`config.mk`:
```
export PLATFORM = sky130hd
export DESIGN_NAME = serial_alu_seq
export DESIGN_NICKNAME = d
export VERILOG_FILES = /design/src/rtl/serial_alu_seq.sv
export SDC_FILE = /design/constraint.sdc
export NUM_CORES = 1
export LEC_CHECK = 0
export ABC_AREA = 1
export BUFFER_PORTS_ARGS = -buffer_cell sky130_fd_sc_hd__buf_2
export CAP_MARGIN = 10
export CORE_MARGIN = 2
export CORE_UTILIZATION = 43
export CTS_CLUSTER_SIZE = 10
export DETAILED_ROUTE_END_ITERATION = 16
export PLACE_DENSITY_LB_ADDON = 0.05
export SYNTH_ARGS = -nofsm -noshare
export SYNTH_HDL_FRONTEND = slang
export SYNTH_SLANG_ARGS = --single-unit
```
`constraint.sdc`:
```
create_clock -name clk -period 8.1 [get_ports clk]
set_input_delay 0.81 -clock clk [delete_from_list [all_inputs] [get_ports clk]]
set_output_delay 0.81 -clock clk [all_outputs]
set_load 0.05 [all_outputs]
```
`src/rtl/serial_alu_seq.sv`:
```
// Bit-serial ALU sequencer: feeds one 1-bit ALU slice per cycle, LSB first, carrying
// the ripple carry between cycles and folding SLT/overflow back in at the MSB.
module serial_alu_seq #(
  parameter int WIDTH = 32
) (
  input  logic             clk,
  input  logic             rst,
  input  logic             start,
  output logic             ready,
  input  logic [3:0]       alu_ctrl,
  input  logic [WIDTH-1:0] src_a,
  input  logic [WIDTH-1:0] src_b,
  output logic [WIDTH-1:0] result,
  output logic             zero,
  output logic             overflow,
  output logic             done
);

  localparam int IDX_W = $clog2(WIDTH);
  localparam logic [IDX_W-1:0] LAST_IDX = IDX_W'(WIDTH - 1);

  typedef enum logic [1:0] {
    S_IDLE,
    S_RUN,
    S_DONE
  } state_t;

  state_t           r_state;
  logic [WIDTH-1:0] r_a;
  logic [WIDTH-1:0] r_b;
  logic [3:0]       r_ctrl;
  logic [IDX_W-1:0] r_idx;
  logic             r_carry;
  logic [WIDTH-1:0] r_result;
  logic             r_zero;
  logic             r_overflow;
  logic             r_done;

  logic             w_ai;
  logic             w_bi;
  logic             w_sum;
  logic             w_cout;
  logic             w_bit;
  logic             w_ovf_raw;
  logic             w_set;
  logic [WIDTH-1:0] w_final;

  // One ALU slice evaluated on the current bit; the adder runs for every op so the
  // MSB carry-in/carry-out are always available for overflow and SLT.
  // NOTE: every always_comb output gets an unconditional default first so no path
  // leaves it unassigned and no latch is inferred.
  always_comb begin
    w_ai      = r_ctrl[3] ? ~r_a[r_idx] : r_a[r_idx];
    w_bi      = r_ctrl[2] ? ~r_b[r_idx] : r_b[r_idx];
    w_sum     = w_ai ^ w_bi ^ r_carry;
    w_cout    = (w_ai & w_bi) | (w_ai & r_carry) | (w_bi & r_carry);
    w_ovf_raw = r_carry ^ w_cout;
    w_set     = w_sum ^ w_ovf_raw;
    w_bit     = 1'b0;
    case (r_ctrl[1:0])
      2'b00:   w_bit = w_ai & w_bi;
      2'b01:   w_bit = r_a[r_idx] | r_b[r_idx];
      2'b10:   w_bit = w_sum;
      default: w_bit = 1'b0;
    endcase
    w_final            = r_result;
    w_final[WIDTH-1]   = w_bit;
    if (r_ctrl[1:0] == 2'b11) begin
      w_final[0] = w_set;
    end
  end

  // NOTE: sequential state uses non-blocking assignments so every register samples
  // pre-edge values regardless of statement order.
  always_ff @(posedge clk) begin
    if (rst) begin
      r_state    <= S_IDLE;
      r_a        <= '0;
      r_b        <= '0;
      r_ctrl     <= '0;
      r_idx      <= '0;
      r_carry    <= 1'b0;
      r_result   <= '0;
      r_zero     <= 1'b0;
      r_overflow <= 1'b0;
      r_done     <= 1'b0;
    end else begin
      r_done <= 1'b0;
      case (r_state)
        S_IDLE, S_DONE: begin
          if (start) begin
            r_a      <= src_a;
            r_b      <= src_b;
            r_ctrl   <= alu_ctrl;
            r_idx    <= '0;
            r_carry  <= alu_ctrl[2];
            r_result <= '0;
            r_state  <= S_RUN;
          end else begin
            r_state <= S_IDLE;
          end
        end
        S_RUN: begin
          r_carry <= w_cout;
          r_idx   <= r_idx + 1'b1;
          if (r_idx == LAST_IDX) begin
            r_result   <= w_final;
            r_zero     <= (w_final == '0);
            r_overflow <= w_ovf_raw & (r_ctrl[1:0] == 2'b10);
            r_done     <= 1'b1;
            r_state    <= S_DONE;
          end else begin
            r_result[r_idx] <= w_bit;
          end
        end
        default: r_state <= S_IDLE;
      endcase
    end
  end

  assign ready    = (r_state != S_RUN);
  assign result   = r_result;
  assign zero     = r_zero;
  assign overflow = r_overflow;
  assign done     = r_done;

endmodule

```
==> results of run 1 <==
## state kept, by name (all words and copies together), names as in the netlist
register / cells
done: 1
r_b: 32
r_idx: 5
r_state: 2
r_a: 32
overflow: 1
r_carry: 1
zero: 1
r_ctrl: 4
result: 32
## power by group through the flow
stage / Combinational, uW / Sequential [uW] / Clock, uW
finish: 205 / 592 / 406
floorplan: 150 / 609 / 0
detailed placement: 205 / 604 / 0
CTS: 207 / 592 / 414
global placement: 202 / 604 / 0
global route: 235 / 594 / 437
## logic make-up after synthesis
group / synth area share (%)
compound gates: 19.6
xor+xnor: 0.335
fa+ha+maj: 2.20
buf+inv: 11.6
flops: 42.5
simple gates: 23.8
## per-layer routing
| layer | part of all wire, % | vias up | wire [um] | global-route usage, % |
|---|---|---|---|---|
| met5 | 0 | - | 0 | 0 |
| met4 | 1.7 | 0 | 232 | 7.72 |
| met3 | 4.3 | 16 | 582 | 3.86 |
| met2 | 45 | 108 | 6030 | 33.6 |
| met1 | 49 | 2237 | 6570 | 29.3 |
| li1 | - | 2626 | - | - |
## critical path, stage by stage (launching register included)
cell and delay [ns]:
dfxtp_1 0.77, inv_1 0.55, nor2_1 0.20, nand2_1 0.07
nand2_1 0.05, nand2_1 0.05, nand2_1 0.08, nor2_1 0.04
nand2_1 0.15, xor2_1 0.31, inv_1 0.11, fa_1 0.51
inv_1 0.04, nand2_1 0.09, nand3_2 0.54, o21ai_0 0.38
inv_1 0.06
## metrics by stage
step | utilization, % | total power [uW] | worst slack, ns | hold WS [ns] | cell area (um2)
5_1_grt | 50.3 | 1270 | 3.51 | 0.480 | 6020
3_3_place_gp | 48.2 | 806 | 4.07 | 0.443 | 5760
6_report | 50.3 | 1200 | 3.97 | 0.452 | 6020
2_1_floorplan | - | 759 | 5.44 | 0.429 | 5230
4_1_cts | 50.3 | 1210 | 3.99 | 0.454 | 6020
3_5_place_dp | 48.2 | 810 | 4.00 | 0.443 | 5760
## worst paths after layout
check	slack, ns	cells after the start	end
max	3.97	16	result[30]$_SDFFE_PP0P_
min reg2reg	0.45	2	r_a[29]$_SDFFE_PP0P_
max reg2reg	3.97	16	result[30]$_SDFFE_PP0P_
min	0.45	2	r_a[29]$_SDFFE_PP0P_
## placed cells by master (no fill, tap or decap)
master | netlist | routed
nand2_1 | 189 | 188
dfxtp_1 | 111 | 111
buf_2 | 7 | 106
inv_1 | 101 | 101
a21oi_1 | 91 | 91
nor2_1 | 76 | 76
o21ai_0 | 72 | 72
o21ai_1 | 29 | 29
nand3_1 | 23 | 23
clkbuf_16 | 0 | 9
nor4_1 | 8 | 8
ha_1 | 6 | 6
nor3_2 | 4 | 4
clkbuf_1 | 24 | 4
inv_2 | 3 | 3
a31oi_1 | 3 | 3
buf_4 | 6 | 3
nor3_1 | 2 | 2
nand4_1 | 2 | 2
fa_1 | 2 | 2
xor2_1 | 1 | 1
xnor2_1 | 1 | 1
nor2_2 | 1 | 1
nand2_4 | 0 | 1
clkinv_1 | 1 | 1
o22ai_1 | 1 | 1
o21ai_2 | 1 | 1
nand3_2 | 1 | 1
a21boi_0 | 1 | 1
o21bai_1 | 1 | 1
and2_0 | 1 | 1
o211ai_1 | 1 | 1
a211oi_1 | 1 | 1
clkbuf_8 | 0 | 1
clkinv_2 | 0 | 1
## layout make-up
cell class	instances	area [um2]
well taps	147	184
flip-flops and latches	111	2220
fillers	1242	5940
repair buffers	109	553
multi-input cells	518	2410
inverters	105	394
clock buffers	14	254
clock inverters	1	5.00
==> flow_summary_export.csv, run 1 <==
group,metric,value,unit
global_route,track_usage,21.3,%
drt,vias,4987,
drt,viasPerCell,4.96,
setup_path,arrival,4.37,ns
worst_hold_path,hold_start,"r_a[29]$_SDFFE_PP0P_",
cts,clock_insertion_delay_worst_skew,0.35,ns
yosys,synth_area,0.00523,mm2
cts,numCtsBuffers,9,
job,drv_cap,0,
finish,final_layout_size_suffix_gt1_share,15.3,%
global_route,grt_pass1_vias,4580,
cts,clockBufferDepth,2,
floorplan,row_count,40,
placed_design,dp_hpwl,9.29,mm
cts,postCtsResizedCells,0,
sta,final_max_slew_viol_count,0,
drt,drt_wl_total,13.4,mm
global_route,antenna_found_initial,0,
yosys,ys.flop_type,"dfxtp_1",
drt,drc,0,
pwr,p_leak,0.00295,uW
drt,dr.pass1.iters,5,
yosys,synth_common_cells,"nand2_1 (189), dfxtp_1 (111), inv_1 (101)",
drt,wl_per_cell,13.4,um
run_status,status,"complete, no violations",
pwr,p_per_area,200,mW/mm2
pwr,p_sw,346,uW
global_route,grt_max_degree,124,
setup_path,cp-end-kind,"flip-flop",
pwr,p_comb_share,17.1,%
pwr,peakVddDrop,0.0995,mV
sta,tightest_slew,1.03,ns
floorplan,die_h,114,um
finish,area_growth,15.1,%
placed_design,dp_cells,990,
placed_design,portBuffers,106,
drt,drt-initial-drc-count,266,
sta,rsz0062_at_grt,"false",
setup_path,startpoint_type,"flip-flop",
floorplan,design.core.area,0.0120,mm2
cts,htree_levels,3,
pwr,swShare,28.7,%
yosys,synth_edf_count,0,
yosys,async_flop_share,0,%
yosys,synth_area_leaders,"dfxtp_1 (42%), nand2_1 (14%), a21oi_1 (8.7%)",
sta,tns,0,ns
sta,maxSlewHeadroom,31.3,%
setup_path,rr_startpoint,"r_idx[1]$_SDFFE_PP0P_",
setup_path,crit_start,"r_idx[1]$_SDFFE_PP0P_",
pwr,internal_power,858,uW
floorplan,die_w,114,um
yosys,synth_top_area_share,42.5,%
yosys,syn_inst,778,
floorplan,pin_count,107,
yosys,synth_seq_cells,111,
finish,fin_cells,1005,
yosys,synth_cell_types,33,
placed_design,gp_congestion,0.771,
cts,cts_hold_buf,0,
cts,cts.root.buffer_cell,"clkbuf_16",
finish,finish.net_count,933,
yosys,yosysTopAreaCell,"dfxtp_1",
worst_hold_path,holdCritPathClass,"flip-flop to flip-flop",
sta,fmax,242,MHz
finish,antennaDiodeCount,0,
sta,fin_worst_skew,0.00981,ns
pwr,p_seq_share,49.2,%
yosys,synthesis.nets,857,
yosys,yosysWarnings,0,
floorplan,fp.dieArea,0.0131,mm2
sta,min_period,4.13,ns
yosys,syn_area_per_cell,6.72,um2
drt,drtAntennaViolNets,0,
pwr,power.clock.fraction,33.8,%
global_route,grt_pass1_wl,22.2,mm
setup_path,crit_type,"flip-flop to flip-flop",
sta,hold_viol,0,
yosys,synth_most_common_cell,"nand2_1",
global_route,overflow,0,
setup_path,crit_fanout,32,
floorplan,start_util,43.7,%
cts,cts_tree,"yes",
cts,cts.clk_slew.worst_paths,0.07,ns
sta,setup_viol,0,
sta,period_share,51.0,%
yosys,seq_area_frac_synth,42.5,%
setup_path,required,8.34,ns
cts,clock-sinks,111,
cts,post_cts_buffers,0,
No activity file was read; power rests on OpenSTA's default activity.
==> inputs of run 2 (changes only) <==
--- a/config.mk
+++ b/config.mk
@@ -5,7 +5,7 @@
 export SDC_FILE = /design/constraint.sdc
 export NUM_CORES = 1
 export LEC_CHECK = 0
-export ABC_AREA = 1
+export ABC_AREA = 0
 export BUFFER_PORTS_ARGS = -buffer_cell sky130_fd_sc_hd__buf_2
 export CAP_MARGIN = 10
 export CORE_MARGIN = 2
==> constraint.sdc (replaced) <==
create_clock -name clk -period 3.35 [get_ports clk]
set_input_delay 0.335 -clock clk [delete_from_list [all_inputs] [get_ports clk]]
set_output_delay 0.335 -clock clk [all_outputs]
set_load 0.05 [all_outputs]
==> run 2 against run 1 <==
Net effect:
- first-iteration DRC count grew 26%
- via count is 6.8% higher
- worst setup slack worse by 3.6 ns
- sequential share of layout area fell by 2.2 points
- clock-buffer cell count is 4 lower
- largest cell class unchanged
==> flow_summary_export.csv, run 2 <==
group,metric,value,unit
setup_path,r2r_slack,0.35,ns
drt,wl_met2,7.56,mm
placed_design,placed_area,0.00613,mm2
cts,clock_insertion_delay_worst_skew,0.36,ns
setup_path,reg2reg_depth,13,
cts,htree_levels,3,
cts,cts.root.buffer_cell,"clkbuf_16",
drt,wl_met3,633,um
sta,min_period,3.00,ns
cts,clockBufferDepth,2,
yosys,syn_area_per_cell,7.72,um2
floorplan,start_util,43.8,%
finish,antennaDiodeCount,0,
global_route,grt_pass1_vias,4773,
floorplan,fp.dieArea,0.0137,mm2
finish,multiInputGateArea,0.00296,mm2
setup_path,cp-end-kind,"flip-flop",
worst_hold_path,hold_end,"r_a[17]$_SDFFE_PP0P_",
finish,fin_cells,963,
yosys,synth_most_common_cell,"nand2_1",
global_route,grt_pass1_wl,24.6,mm
pwr,peakVddDrop,0.223,mV
run_status,status,"complete, no violations",
pwr,internal_power,2030,uW
drt,drc,0,
cts,numCtsBuffers,9,
drt,topRoutingLayerUsed,"met4",
worst_hold_path,whs_path_depth,3,
sta,tns,0,ns
global_route,overflow,0,
yosys,ys.flop_type,"dfxtp_1",
setup_path,required,3.63,ns
sta,fin_worst_skew,0.0112,ns
worst_hold_path,hold_start,"src_a[17]",
drt,vias,5325,
setup_path,critPathTopFamily,"buffers and inverters",
sta,fmax,333,MHz
finish,fillCellCount,1299,
placed_design,dp_cells,947,
placed_design,dp_hpwl,10.7,mm
pwr,p_sw,787,uW
pwr,power.clock.fraction,37.3,%
drt,wl_per_cell,16.2,um
floorplan,die_h,117,um
placed_design,gp_congestion,0.822,
finish,layout_commonest_cell,"nand2_1",
setup_path,crit_fanout,20,
pwr,p_per_area,438,mW/mm2
setup_path,critPathBufInv,4,
setup_path,arrival,3.28,ns
global_route,track_usage,23.1,%
drt,drt-met1-wl,7.11,mm
cts,clock-sinks,111,
yosys,synth_area_leaders,"dfxtp_1 (40%), nand2_1 (11%), a21oi_1 (7.0%)",
sta,final_max_slew_viol_count,0,
setup_path,startpoint_type,"flip-flop",
setup_path,regToRegEndpoint,"result[29]$_SDFFE_PP0P_",
sta,rsz0062_at_grt,"false",
yosys,synth_seq_cells,111,
finish,area_growth,16.8,%
pwr,p_comb_share,12.6,%
floorplan,pin_count,107,
finish,fin_area,0.00642,mm2
finish,final_cell_mix,"nand2_1 (165), dfxtp_1 (107), buf_2 (105)",
setup_path,crit_chain,"buf_4 -> mux2i_1 -> o32ai_1 -> o21ai_1 -> nand4_2 -> xnor2_2 -> fa_1 -> inv_1 -> mux2i_1 -> nor2_1 -> buf_4 -> inv_1 -> a311oi_1",
cts,post_cts_buffers,0,
yosys,yosysWarnings,0,
pwr,p_total,2810,uW
setup_path,slowest_stage,"fa_1",
cts,cts.clk_slew.worst_paths,0.08,ns
yosys,synth_common_cells,"nand2_1 (165), dfxtp_1 (111), a21oi_1 (77)",
sta,setup_viol,0,
yosys,synth_cell_types,47,
floorplan,design.core.area,0.0126,mm2
cts,postCtsResizedCells,0,
floorplan,row_count,41,
drt,drt-initial-drc-count,336,
yosys,yosysTopAreaCell,"dfxtp_1",
yosys,async_flop_share,0,%
cts,cts_tree,"yes",
floorplan,die_w,117,um
drt,dr.pass1.iters,4,
yosys,synth_top_area_share,40.4,%
sta,period_share,89.6,%
yosys,seq_area_frac_synth,40.4,%
sta,hold_viol,0,
yosys,synth_edf_count,0,
finish,seq_area,0.00223,mm2
worst_hold_path,holdCritPathClass,"primary input to flip-flop",
drt,drt_wl_total,15.6,mm
global_route,antenna_found_initial,0,
sta,maxSlewHeadroom,44.5,%
drt,viasPerCell,5.53,
placed_design,portBuffers,106,
setup_path,max_stage_delay,0.44,ns
sta,timing.hold.ws,0.201,ns
pwr,p_seq_share,50.1,%
yosys,synthesis.nets,791,
job,drv_cap,0,
finish,final_layout_size_suffix_gt1_share,20.1,%
yosys,syn_inst,712,
global_route,grt_max_degree,64,
finish,finish.net_count,865,
setup_path,rr_startpoint,"r_idx[1]$_SDFFE_PP0P_",
pwr,p_leak,0.00236,uW
drt,drtAntennaViolNets,0,
yosys,synth_area,0.00550,mm2
cts,cts_hold_buf,0,
pwr,swShare,28.0,%
sta,tightest_slew,0.826,ns
setup_path,crit_type,"flip-flop to flip-flop",
run 2: logic make-up (layout without fill, tap and decap cells):
family / Yosys count / after routing / share of synthesized area [%]
and+or+nand+nor: 300 / 300 / 24.3
muxes: 34 / 34 / 6.19
AOI/OAI and AO/OA: 183 / 183 / 20.2
xor gates and xnor gates: 3 / 3 / 0.614
adders and majority gates: 8 / 8 / 2.09
DFF: 111 / 111 / 40.4
buffers and inverters: 73 / 152 / 6.12
run 2: how the worst max path moves through the flow:
stage	start	end	depth (start not counted)
floorplan	r_idx[1]$_SDFFE_PP0P_	result[17]$_SDFFE_PP0P_	16
global route	r_idx[1]$_SDFFE_PP0P_	result[29]$_SDFFE_PP0P_	14
CTS	r_idx[2]$_SDFFE_PP0P_	result[29]$_SDFFE_PP0P_	13
finish	r_idx[1]$_SDFFE_PP0P_	result[29]$_SDFFE_PP0P_	13
detailed placement	r_idx[2]$_SDFFE_PP0P_	result[29]$_SDFFE_PP0P_	13
global placement	r_idx[2]$_SDFFE_PP0P_	result[29]$_SDFFE_PP0P_	13
run 2: power groups by stage:
| stage | clock (uW) | sequential [uW] | combinational (uW) |
|---|---|---|---|
| 6_report | 1050 | 1410 | 354 |
| 3_3_place_gp | 0 | 1440 | 346 |
| 4_1_cts | 1070 | 1410 | 354 |
| 2_1_floorplan | 0 | 1430 | 243 |
| 5_1_grt | 1120 | 1420 | 396 |
| 3_5_place_dp | 0 | 1440 | 353 |
run 2: metrics by stage:
stage               setup slack (ns)  util [%]
floorplan                      0.192         -
global route                  0.0453      51.1
finish                         0.347      51.1
CTS                            0.167      51.0
global placement               0.243      48.8
detailed placement             0.197      48.8
run 2: worst reg2reg max path: cells and delay by family, from the launching register on:
kind                       cells  cell delay, ns
and+or+nand+nor                2            0.34
DFF                            1            0.36
AOI/OAI and AO/OA              3            0.54
adders and majority gates      1            0.44
muxes                          2            0.37
buffers and inverters          4            0.64
xor gates and xnor gates       1            0.22
run 2: layout make-up:
cell class,count,share of cell area [%]
multi-input combinational,528,46.1
inverter,10,0.584
tap,172,3.35
sequential,111,34.7
timing repair buffer,126,10.8
clock buffer,10,3.72
clock inverter,6,0.701
run 2: layer usage:
metal  vias to the layer above  global-route usage (%)
li1                       2656                       -
met1                      2513                    30.7
met2                       136                    38.2
met3                        20                    3.14
met4                         0                    9.57
met5                         -                       0
==> inputs of run 3 (changes only) <==
--- a/config.mk
+++ b/config.mk
@@ -6,10 +6,10 @@
 export NUM_CORES = 1
 export LEC_CHECK = 0
 export ABC_AREA = 0
-export BUFFER_PORTS_ARGS = -buffer_cell sky130_fd_sc_hd__buf_2
+export BUFFER_PORTS_ARGS = -buffer_cell sky130_fd_sc_hd__buf_4
 export CAP_MARGIN = 10
 export CORE_MARGIN = 2
-export CORE_UTILIZATION = 43
+export CORE_UTILIZATION = 50
 export CTS_CLUSTER_SIZE = 10
 export DETAILED_ROUTE_END_ITERATION = 16
 export PLACE_DENSITY_LB_ADDON = 0.05
==> run 3 against run 2 <==
Net effect:
- sequential power is essentially flat
- register-to-register slack lost 0.12 ns
- clock skew rose by 0.0020 ns
- clock-buffer cell count decreased by 1
- cell area grew 2.5%
- cell count shrank 3.3%
- critical path type unchanged
- worst setup slack lost 0.12 ns
- flip-flop and latch count unchanged
- maximum frequency shrank 3.9%
- via count fell by 0.71%
- core utilization is 9.9 points higher
- sequential share of layout area down 0.83 points
==> flow_summary_export.csv, run 3 (synthesis results as in run 2) <==
group,metric,value,unit
global_route,grt_pass1_wl,24.0,mm
placed_design,portBuffers,106,
cts,htree_levels,3,
global_route,overflow,0,
cts,clock-sinks,111,
drt,drc,0,
sta,fmax,320,MHz
setup_path,regToRegEndpoint,"result[0]$_SDFFE_PP0P_",
worst_hold_path,hold_start,"src_a[11]",
drt,drt-initial-drc-count,372,
sta,hold_viol,0,
worst_hold_path,whs_path_depth,3,
setup_path,crit_top_cell,"inv_1",
floorplan,design.core.area,0.0108,mm2
finish,antennaDiodeCount,0,
setup_path,required,3.59,ns
drt,vias,5287,
setup_path,max_stage_delay,0.50,ns
global_route,track_usage,25.4,%
setup_path,crit_chain,"or3b_2 -> o32ai_1 -> o21ai_1 -> nand4_2 -> xor2_1 -> inv_1 -> fa_1 -> inv_1 -> mux2i_1 -> nor2_1 -> buf_12 -> a311oi_1 -> a211oi_1",
cts,cts.root.buffer_cell,"clkbuf_8",
cts,post_cts_buffers,0,
sta,setup_ws,0.227,ns
setup_path,r2r_slack,0.23,ns
pwr,peakVddDrop,0.248,mV
sta,tightest_slew,0.929,ns
sta,rsz0062_at_grt,"false",
cts,cts.clk_slew.worst_paths,0.11,ns
global_route,grt_max_degree,80,
sta,period_share,93.2,%
finish,finish.net_count,865,
setup_path,reg2reg_depth,13,
setup_path,startpoint_type,"flip-flop",
setup_path,critPathBufInv,3,
setup_path,critPathTopFamily,"simple AND/OR/NAND/NOR gates",
floorplan,pin_count,107,
job,drv_cap,0,
finish,final_layout_size_suffix_gt1_share,20.0,%
sta,tns,0,ns
worst_hold_path,hold_end,"r_a[11]$_SDFFE_PP0P_",
sta,fin_worst_skew,0.0132,ns
setup_path,cp-end-kind,"flip-flop",
cts,numCtsBuffers,9,
worst_hold_path,holdCritPathClass,"primary input to flip-flop",
finish,final_cell_mix,"nand2_1 (165), buf_4 (124), dfxtp_1 (107)",
cts,clock_insertion_delay_worst_skew,0.38,ns
drt,dr.pass1.iters,5,
sta,setup_viol,0,
sta,maxSlewHeadroom,38.0,%
run_status,status,"complete, no violations",
finish,layout_commonest_cell,"nand2_1",
floorplan,start_util,51.0,%
setup_path,slowest_stage,"or3b_2",
drt,viasPerCell,5.68,
floorplan,die_w,109,um
setup_path,crit_type,"flip-flop to flip-flop",
floorplan,die_h,109,um
setup_path,crit_fanout,32,
drt,drt_wl_total,14.7,mm
global_route,antenna_found_initial,0,
sta,final_max_slew_viol_count,0,
finish,area_growth,19.7,%
pwr,p_leak,0.00238,uW
floorplan,fp.dieArea,0.0119,mm2
floorplan,row_count,38,
placed_design,gp_congestion,0.845,
placed_design,dp_worst_setup_slack,0.0708,ns
setup_path,rr_startpoint,"r_idx[4]$_SDFFE_PP0P_",
pwr,p_per_area,408,mW/mm2
drt,drtAntennaViolNets,0,
setup_path,arrival,3.36,ns
sta,min_period,3.12,ns
cts,clockBufferDepth,2,
global_route,grt_pass1_vias,4949,
cts,cts_tree,"yes",
cts,cts_hold_buf,0,
drt,wl_per_cell,15.8,um
sta,timing.hold.ws,0.190,ns
placed_design,dp_hpwl,10.4,mm
## run 3: final cells by class
class                   instances  area, um2
fillers                       996       4210
multi-input cells             528       2950
flip-flops and latches        111       2230
repair buffers                126        971
well taps                     140        175
clock buffers                   9        124
clock inverters                 7       95.1
inverters                      10       37.5
## run 3: what timing repair did
| action | in CTS | in global routing |
|---|---|---|
| endpoints found under the hold margin | 0 | 0 |
| endpoints found under the setup margin | 0 | 33 |
| gates resized for setup | 0 | 3 |
## run 3: routing by layer
| metal | track usage [%] | share of wire [%] |
|---|---|---|
| met3 | 2.75 | 4.2 |
| met5 | 0 | 0 |
| met4 | 9.43 | 1.7 |
| met2 | 43.4 | 51 |
| met1 | 33.0 | 43 |
## run 3: report_power, final
part	internal, uW	switching (uW)
registers	1370	36.7
logic	150	226
clock network	423	475
## run 3: worst register-to-register path, cell delays in order (launching register included)
cell	delay, ns
dfxtp_1	0.49
or3b_2	0.50
o32ai_1	0.12
o21ai_1	0.13
nand4_2	0.14
xor2_1	0.30
inv_1	0.10
fa_1	0.48
inv_1	0.04
mux2i_1	0.12
nor2_1	0.08
buf_12	0.18
a311oi_1	0.22
a211oi_1	0.10
## run 3: how the worst max path moves through the flow
stage	startpoint	end	cells after the start
finish	r_idx[4]$_SDFFE_PP0P_	result[0]$_SDFFE_PP0P_	13
global route	r_idx[4]$_SDFFE_PP0P_	result[0]$_SDFFE_PP0P_	13
CTS	r_idx[3]$_SDFFE_PP0P_	result[0]$_SDFFE_PP0P_	13
detailed placement	r_idx[3]$_SDFFE_PP0P_	result[0]$_SDFFE_PP0P_	13
global placement	r_idx[3]$_SDFFE_PP0P_	result[0]$_SDFFE_PP0P_	13
floorplan	r_idx[1]$_SDFFE_PP0P_	result[17]$_SDFFE_PP0P_	16
## run 3: metrics by stage
step                      total power, uW  utilization [%]  std cells  instance area, um2
final                                2680             61.0        931                6580
after global routing                 2800             61.0        931                6580
after CTS                            2710             60.9        931                6580
after detailed placement             1820             58.9        915                6360
after global placement               1810             58.9        915                6360
after floorplan                      1670                -        712                5500
